**src/rtl/hero_write_arbiter.sv**
```systemverilog
// Transaction-granular arbiter sharing one hero write bus among NUM_REQ requesters.
// Define HERO_ARB_RR_EN for round-robin winner selection; otherwise the lowest pending index wins.
module hero_write_arbiter #(
  parameter int unsigned NUM_REQ   = 4,
  parameter int unsigned MAX_BEATS = 16
) (
  input  logic                 clk,
  input  logic                 rst,
  input  logic [NUM_REQ*4-1:0]  req_cycle_type,
  input  logic [NUM_REQ*36-1:0] req_wdat,
  input  logic [NUM_REQ-1:0]    req_clk_en,
  output logic [NUM_REQ-1:0]    req_ready,
  output logic [3:0]            hero_cycle_type,
  output logic [35:0]           hero_wdat,
  output logic                  hero_clk_en,
  input  logic                  hero_ready,
  output logic [15:0]           txn_cnt,
  output logic                  err_len,
  output logic                  err_enc
);

  localparam int unsigned HERO_WIDTH = 36;
  localparam int unsigned TYPE_W     = 4;
  localparam int unsigned TXN_W      = 16;
  localparam int unsigned OWNER_W    = $clog2(NUM_REQ);
  localparam int unsigned CNT_W      = $clog2(MAX_BEATS + 1);

  localparam logic [TYPE_W-1:0] CYC_IDLE  = TYPE_W'(0);
  localparam logic [TYPE_W-1:0] CYC_VALID = TYPE_W'(1);
  localparam logic [TYPE_W-1:0] CYC_DONE  = TYPE_W'(2);

  typedef struct packed {
    logic [TYPE_W-1:0]     cycle_type;
    logic [HERO_WIDTH-1:0] wdat;
    logic                  clk_en;
  } hero_beat_t;

  typedef enum logic {
    ST_ARB = 1'b0,
    ST_OWN = 1'b1
  } state_t;

  state_t             state, state_d;
  logic [OWNER_W-1:0] owner, owner_d;
  logic [OWNER_W-1:0] last_owner, last_owner_d;
  logic [OWNER_W-1:0] winner;
  logic [CNT_W-1:0]   beat_cnt, beat_cnt_d;
  hero_beat_t         out_q, out_d;
  hero_beat_t         own_beat;
  hero_beat_t         req_beat [NUM_REQ];
  logic [NUM_REQ-1:0] pending;
  logic               any_pending;
  logic               out_busy;
  logic               own_accept;
  logic [TXN_W-1:0]   txn_cnt_d;
  logic               err_len_d;
  logic               err_enc_d;

  // Slice the flat requester buses into per-requester beats.
  for (genvar g = 0; g < NUM_REQ; g++) begin : g_req
    assign req_beat[g] = {req_cycle_type[TYPE_W*g +: TYPE_W],
                          req_wdat[HERO_WIDTH*g +: HERO_WIDTH],
                          req_clk_en[g]};
    assign pending[g]  = (req_cycle_type[TYPE_W*g +: TYPE_W] != CYC_IDLE);
  end

  assign any_pending = |pending;

`ifdef HERO_ARB_RR_EN
  // Round-robin: first pending index above last_owner, wrapping.
  always_comb begin : winner_rr
    logic found;
    found  = 1'b0;
    winner = '0;
    for (int k = 1; k <= int'(NUM_REQ); k++) begin
      if (!found && pending[OWNER_W'((int'(last_owner) + k) % int'(NUM_REQ))]) begin
        winner = OWNER_W'((int'(last_owner) + k) % int'(NUM_REQ));
        found  = 1'b1;
      end
    end
  end
`else
  // Fixed priority: lowest pending index wins.
  always_comb begin : winner_fixed
    winner = '0;
    for (int i = int'(NUM_REQ) - 1; i >= 0; i--) begin
      if (pending[OWNER_W'(i)]) winner = OWNER_W'(i);
    end
  end

  // last_owner is still tracked in fixed-priority builds but does not steer selection.
  logic unused_last_owner;
  assign unused_last_owner = ^last_owner;
`endif

  assign own_beat   = req_beat[owner];
  assign out_busy   = (out_q.cycle_type != CYC_IDLE);
  assign own_accept = (state == ST_OWN) && (!out_busy || hero_ready);

  // Next-state, output-stage and status logic; req_ready follows hero_ready combinationally.
  always_comb begin : next_state
    state_d      = state;
    owner_d      = owner;
    last_owner_d = last_owner;
    beat_cnt_d   = beat_cnt;
    out_d        = out_q;
    txn_cnt_d    = txn_cnt;
    err_len_d    = err_len;
    err_enc_d    = err_enc;
    req_ready    = '0;

    if (out_busy && hero_ready) begin
      out_d.cycle_type = CYC_IDLE;
      if (out_q.cycle_type == CYC_DONE) txn_cnt_d = txn_cnt + TXN_W'(1);
    end

    case (state)
      ST_ARB: begin
        if (any_pending) begin
          owner_d = winner;
          state_d = ST_OWN;
        end
      end
      ST_OWN: begin
        req_ready[owner] = own_accept;
        if (own_accept) begin
          case (own_beat.cycle_type)
            CYC_IDLE: begin
            end
            CYC_VALID: begin
              out_d = own_beat;
              if (beat_cnt == CNT_W'(MAX_BEATS - 1)) begin
                // Length limit hit: close the transaction with a forced DONE.
                out_d.cycle_type = CYC_DONE;
                err_len_d        = 1'b1;
                state_d          = ST_ARB;
                last_owner_d     = owner;
                beat_cnt_d       = '0;
              end else if (beat_cnt < CNT_W'(MAX_BEATS)) begin
                beat_cnt_d = beat_cnt + CNT_W'(1);
              end
            end
            CYC_DONE: begin
              out_d        = own_beat;
              state_d      = ST_ARB;
              last_owner_d = owner;
              beat_cnt_d   = '0;
            end
            default: begin
              err_enc_d = 1'b1;
            end
          endcase
        end
      end
      default: begin
        state_d = ST_ARB;
      end
    endcase
  end

  always_ff @(posedge clk) begin : regs
    if (rst) begin
      state      <= ST_ARB;
      owner      <= '0;
      last_owner <= OWNER_W'(NUM_REQ - 1);
      beat_cnt   <= '0;
      out_q      <= '0;
      txn_cnt    <= '0;
      err_len    <= 1'b0;
      err_enc    <= 1'b0;
    end else begin
      state      <= state_d;
      owner      <= owner_d;
      last_owner <= last_owner_d;
      beat_cnt   <= beat_cnt_d;
      out_q      <= out_d;
      txn_cnt    <= txn_cnt_d;
      err_len    <= err_len_d;
      err_enc    <= err_enc_d;
    end
  end

  assign hero_cycle_type = out_q.cycle_type;
  assign hero_wdat       = out_q.wdat;
  assign hero_clk_en     = out_q.clk_en;

endmodule

```
**config.mk**
```make
export PLATFORM = sky130hd
export DESIGN_NAME = hero_write_arbiter
export DESIGN_NICKNAME = d
export VERILOG_FILES = /design/src/rtl/hero_write_arbiter.sv
export SDC_FILE = /design/constraint.sdc
export NUM_CORES = 1
export LEC_CHECK = 0
export ABC_AREA = 0
export CAP_MARGIN = 5
export CORE_ASPECT_RATIO = 1.4
export CORE_MARGIN = 1.5
export CORE_UTILIZATION = 38
export DETAILED_ROUTE_END_ITERATION = 8
export GPL_TIMING_DRIVEN = 1
export PLACE_DENSITY = 0.9
export REMOVE_ABC_BUFFERS = 1
export SLEW_MARGIN = 15
export SYNTH_ARGS = -nofsm -noshare
export SYNTH_HDL_FRONTEND = slang
export SYNTH_SLANG_ARGS = --single-unit
```
**constraint.sdc**
```tcl
create_clock -name clk -period 3.2 [get_ports clk]
set_input_delay 0.48 -clock clk [delete_from_list [all_inputs] [get_ports clk]]
set_output_delay 0.48 -clock clk [all_outputs]
set_load 0.02 [all_outputs]
```
# --- Yosys cells after proc, flatten, opt, wreduce, memory -nomap -nowiden ---
# Cells that the tools add are included.
word_totals:
  reg_bits: 67
  input_bits: 167
  output_inout_bits: 63
  elab_cells: 65
classes:
  n_addsub: 2
  order_cmp: 4
  eq_ne: 5
  muxes: 21
  bitwise: 4
  n_reduce_logical: 20
ops:
  columns: ["op", "count"]
  rows:
  - ["41-bit 2-to-1 mux", 4]
  - ["41-bit binary-select mux with 2-bit select", 1]
  - ["41-bit one-hot mux with 2 select lines", 1]
  - ["4-bit nonzero test", 5]
  - ["16-bit by 1-bit adder with 16-bit output, second input constant", 1]
  - ["4-bit 2-to-1 mux", 3]
  - ["5-bit 2-to-1 mux", 2]
  - ["5-bit one-hot mux with 2 select lines", 1]
  - ["4-bit by 2-bit == test with 1-bit output, second input constant", 2]
  - ["4-bit AND reduction", 2]
  - ["3-bit AND reduction", 2]
  - ["5-bit by 1-bit adder with 5-bit output, second input constant", 1]
  - ["5-bit by 4-bit == test with 1-bit output, second input constant", 1]
  - ["5-bit less-than comparator, second input constant", 1]
  - ["4-bit AND", 1]
  - ["4-bit by 1-bit == test with 1-bit output, second input constant", 1]
  - ["4-bit zero test", 1]
  - ["1-bit 2-to-1 mux", 4]
  - ["2-bit 2-to-1 mux", 2]
  - ["1-bit one-hot mux with 2 select lines", 2]
  - ["2-bit AND reduction", 2]
  - ["4-bit OR reduction", 1]
  - ["3-bit greater-or-equal comparator, second input constant", 1]
  - ["1-bit logical AND", 3]
  - ["10 further kinds", 11]

# --- Depth between registers and ports, before layout ---
logic_depth:
  word_depth: 8
  depth_mapped: 8
  depth_no_buf: 6

# --- Worst setup path before layout ---
# OpenSTA, ideal clock, no wires.
synth_timing:
  path_type: "input to register"
  start: "input port req_cycle_type[5]"
  end: "register beat_cnt[2]"
  setup_time_ns: 0.116
  arrival_ns: 1.735
  required_ns: 3.084
  slack_ns: 1.349
  stages: 5
  path_buffers: 1
  cell_sequence: "clkbuf_2 > or3_4 > a311oi_4 > a2111oi_0 > a31o_2"
synth_between:
  elab_chain_cells: 6
  elab_cells_between_ends: 9
  classes_between: "3 x eq/ne; 4 x mux; 2 x reduce/logical"
synth_lines:
  columns: ["element", "line_no", "source"]
  rows:
  - ["start: declaration", "9", "input logic [NUM_REQ*4-1:0] req_cycle_type,"]
  - ["41-bit binary-select mux with 2-bit select (*)", "96", "assign own_beat = req_beat[owner];"]
  - ["41-bit 2-to-1 mux (not written as such) (*) (2 in series)", "96", null]
  - ["4-bit by 1-bit == test with 1-bit output or 4-bit by 2-bit == test with 1-bit output (tied branches)", "127", "case (own_beat.cycle_type)"]
  - ["3-bit inequality test (no source line) or 2-bit nonzero test (tied branches)", null, null]
  - ["4-bit AND reduction (no source line)", null, null]
  - ["end signal: assignment", "175", "beat_cnt <= beat_cnt_d;"]
  - ["end: declaration", "47", "logic [CNT_W-1:0] beat_cnt, beat_cnt_d;"]
# Every way passes the cells marked *; elsewhere a longest branch is shown, timed or not. The select of a mux whose other input is x is not followed.
# A chain may end at the register's enable or synchronous reset.

# --- Worst setup path in the final report ---
layout_timing:
  start: "input port hero_ready"
  end: "output port req_ready[1]"
layout_between:
  elab_chain_cells: 4
layout_lines:
  columns: ["element", "line_no", "source"]
  rows:
  - ["start: declaration", "16", "input logic hero_ready,"]
  - ["1-bit logical OR", "98", "assign own_accept = (state == ST_OWN) && (!out_busy || hero_ready);"]
  - ["1-bit logical AND", "98", null]
  - ["4-bit AND (no source line)", null, null]
  - ["4-bit 2-to-1 mux", "117", "case (state)"]
  - ["end: declaration", "12", "output logic [NUM_REQ-1:0] req_ready,"]
# No other way between the ends.

==> reports/results.txt <==
The run finished with clean final reports. After clock tree synthesis, the repair step resized 0 gates. In the detailed route, the total length drawn on met2 is 4640 um. The launch point of the worst path was hero_ready. For this block, the initial DRC count from the detailed router was 113.

After synthesis, the mean cell area works out to 9.63 um2. The detailed route wirelength on metal3 was 553 um. The proportion of synthesized chip area in sequential cells is 40.5%, and the post-detailed-route DRC marker count is 0.

The final worst clock skew is 0.00631 ns, and the final design area excluding fillers is 5100 um2. At the later pin of the worst-skew pair, clock insertion delay measures 0.32 ns. For the placer's final routability congestion estimate, the log shows 0.839. The fraction of the mapped netlist area in adder cells is 0.767%. In the synthesized netlist, mux cells make up 11.7% of the area. The largest voltage drop on the vdd net came out at 0.334 mV. The fraction of layout cells with a size suffix above 1 came out at 11.5%. The logs give 0 for the number of antenna violations at the first check in global routing and 230 for the count of pins on the block boundary.

The worst setup path is of the in2out kind. Clock-pin slew was measured on the worst setup and hold paths at 0.06 ns. The total of max-cap violations was 0.

For the number of slew-limit violations in the final report, the log shows 0. Setup violations remaining at the end of the flow were counted as 0. In this run the worst hold path is classified as reg2reg.

The minimum setup slack after placement was 0.623 ns. The tools report the largest net degree at the start of global routing as 47. The area fraction in compound gates after synthesis was 17.8%.

Clock tree root driver cell: sky130_fd_sc_hd__clkbuf_16. In this run the most critical hold path is launched from err_len$_SDFFE_PP0P_. The average wire length per cell after detail routing was 14.4 um. The number of cell rows is 39. The combinational family with the most area after synthesis was simple AND/OR/NAND/NOR gates. Counting flops and latches in the post-synthesis netlist gives 66. The data required time at the worst endpoint was 2.72 ns; the total standard cell area after synthesis was 3260 um2.

After synthesis, the netlist uses 52 different library cells. The slowest stage of the critical path is the sky130_fd_sc_hd__clkdlybuf4s50_1 cell. The tools report the routed length on met1 as 3180 um.

Area added between synthesis and finish: 56.2%. The largest fanout on the critical path is 8. The worst pin sits at a relative slew slack of 57.4%.

Post-layout net count: 653. In this run the number of H-tree levels came out at 3. The launching point of the worst reg2reg path is owner[0]$_SDFFE_PP0P_. After detailed routing, the number of vias per cell comes to 5.19. The actual transition at the worst max-transition pin is 0.623 ns. Before antenna repair, the detailed router went through 4 iterations. Dividing total power by cell area gives a power density of 429 nW/um2.

In this run, post-CTS hold repair placed 0 buffers. The die covers 9160 um2. For the number of warnings issued by yosys, the log shows 0.

The initial core utilization was 39.6%. In this run the static leakage power is 0.00172 uW. In the post-route analysis, the smallest setup slack over all paths is 0.645 ns.

Achievable frequency: 391 MHz. Once the clock tree was built, the setup fixing pass inserted 0 buffers. The floorplan step set the die height to 113 um.

TritonCTS built the clock tree. The overall power after layout was 2190 uW. For the finished layout, the period the worst path requires is 2.56 ns. In this run the biggest area consumer among cell types represents 40.5% of the synthesized area. Setup repair after global routing left no endpoint under its margin. The die is 81.3 um wide. Summed over all nets, the half-perimeter wirelength after detailed placement is 6510 um.

Most area-hungry cell type in the Yosys netlist: sky130_fd_sc_hd__dfxtp_1. The number of buffer cells added on primary ports is 153, and the sum of negative setup slack is 0 ns. The global-route wire length before repair is 13800 um, and the instance count of the mapped netlist is 339. The highest metal layer carrying signal wires in the routed design is met4. Clock tree synthesis found a total of 66 sinks. The post-synthesis simple-gate area fraction is 20.2%.

The proportion of register bits with asynchronous set or reset after synthesis was 0%. In the synthesized netlist the dominant register cell turns out to be sky130_fd_sc_hd__dfxtp_1. TritonCTS created 9 clock buffers. After detailed placement, the total cell area comes to 4830 um2. Yosys mapped a number of flops with a built-in enable equal to 0. The critical path goes through clkdlybuf4s50_1 > nor2_1 > nor2_1 > and2_1 > clkdlybuf4s50_1.

The xor/xnor cell area share of the yosys netlist was 4.02%; the total count of hold-check failures in the final report was 0. The post-route fraction of the period consumed by the critical path was 79.8%. The layout filler cell count is 694, and the area of the core is 8250 um2.

The run gives 3168 as the number of global-route vias before repair. The arrival time of data at the critical path endpoint came out at 2.08 ns. At the end of the flow the core is filled with cells to 61.8%.

By area the synthesized netlist is led by sky130_fd_sc_hd__dfxtp_1 40%, sky130_fd_sc_hd__mux2i_1 11%, sky130_fd_sc_hd__a211oi_2 7.7%, sky130_fd_sc_hd__nor2_1 7.4%, sky130_fd_sc_hd__a211oi_1 4.1%. STA classifies the critical path endpoint as an output port. The worst setup path is launched from a primary input. The number of inserted diodes is 0, and the total wire length after detailed routing is 8530 um.

The all-layer global routing usage is 18.9%, and the number of nets with antenna violations after detailed routing is 0. The total number of vias is 3065. The stage delay of the slowest cell on the critical path came out at 0.63 ns. The clock passes through at most 2 buffers. The total overflow left after global routing is 0.
## cell usage after synthesis (5+ instances only)
| cell | instances |
|---|---|
| sky130_fd_sc_hd__nand3_1 | 13 |
| sky130_fd_sc_hd__buf_4 | 7 |
| sky130_fd_sc_hd__buf_2 | 5 |
| sky130_fd_sc_hd__a211oi_1 | 18 |
| sky130_fd_sc_hd__a211oi_2 | 20 |
| sky130_fd_sc_hd__dfxtp_1 | 66 |
| sky130_fd_sc_hd__clkbuf_1 | 9 |
| sky130_fd_sc_hd__nand2_1 | 9 |
| sky130_fd_sc_hd__inv_1 | 5 |
| sky130_fd_sc_hd__mux2i_1 | 37 |
| sky130_fd_sc_hd__nor2_1 | 64 |
| sky130_fd_sc_hd__xor2_1 | 12 |
| sky130_fd_sc_hd__nor3b_1 | 7 |
| sky130_fd_sc_hd__a21oi_1 | 5 |
## logic make-up after synthesis
kind of cell               count (synthesis)
and+or+nand+nor                          125
DFF                                       66
AOI/OAI and AO/OA                         62
muxes                                     38
buffers and inverters                     30
xor gates and xnor gates                  15
adders and majority gates                  2
other                                      1
## area by class of cell
class                   instances  area, um2  area share, %
multi-input cells             244       1790           35.2
repair buffers                158       1560           30.7
flip-flops and latches         66       1320           25.9
clock buffers                  11        243           4.76
well taps                     102        128           2.50
clock inverters                 5       30.0          0.589
inverters                       5       18.8          0.368
## final timing paths
| check | end | slack, ns | cells past startpoint |
|---|---|---|---|
| hold / removal | err_len$_SDFFE_PP0P_ | 0.47 | 2 |
| setup reg to reg | hero_wdat[16]$_SDFFE_PP0P_ | 0.94 | 6 |
| setup / recovery | req_ready[1] | 0.64 | 5 |
| hold reg to reg | err_len$_SDFFE_PP0P_ | 0.47 | 2 |
## sequential cells by signal, summed over array words and instances (netlist names)
register,flops
hero_wdat,36
owner,1
hero_clk_en,1
state,1
err_len,1
txn_cnt,16
err_enc,1
hero_cycle_type,4
beat_cnt,5
## placed cells by master (no fill, tap or decap), types with 5 or more instances in the layout
master,instances
sky130_fd_sc_hd__dfxtp_1,65
sky130_fd_sc_hd__nor2_1,64
sky130_fd_sc_hd__a211oi_1,18
sky130_fd_sc_hd__a21oi_1,5
sky130_fd_sc_hd__nor3b_1,7
sky130_fd_sc_hd__xor2_1,12
sky130_fd_sc_hd__nand3_1,13
sky130_fd_sc_hd__clkdlybuf4s50_1,152
sky130_fd_sc_hd__buf_4,5
sky130_fd_sc_hd__nand2_1,9
sky130_fd_sc_hd__mux2i_1,37
sky130_fd_sc_hd__clkbuf_16,9
sky130_fd_sc_hd__a211oi_2,20
sky130_fd_sc_hd__inv_1,5
## critical path, delay by kind of cell
kind,cells,cell delay (ns)
buf+inv,2,1.23
simple gates,3,0.37
## where the power goes
group | leakage, uW | switching (uW) | internal (uW)
clock | 0.000131 | 349 | 541
combinational | 0.00106 | 190 | 229
sequential | 0.000535 | 23.8 | 854
total | 0.00172 | 563 | 1620
## metal layers
layer / up-vias / GRT usage (%)
li1: 1507 / -
met5: - / 0
met2: 114 / 35.4
met4: 0 / 7.36
met1: 1429 / 19.2
met3: 15 / 4.96
## stage by stage
stage,instances,hold slack [ns]
floorplan,315,0.440
global placement,575,0.463
detailed placement,575,0.460
CTS,591,0.472
global route,591,0.510
finish,591,0.475
Power figures use the tool's default switching activity.
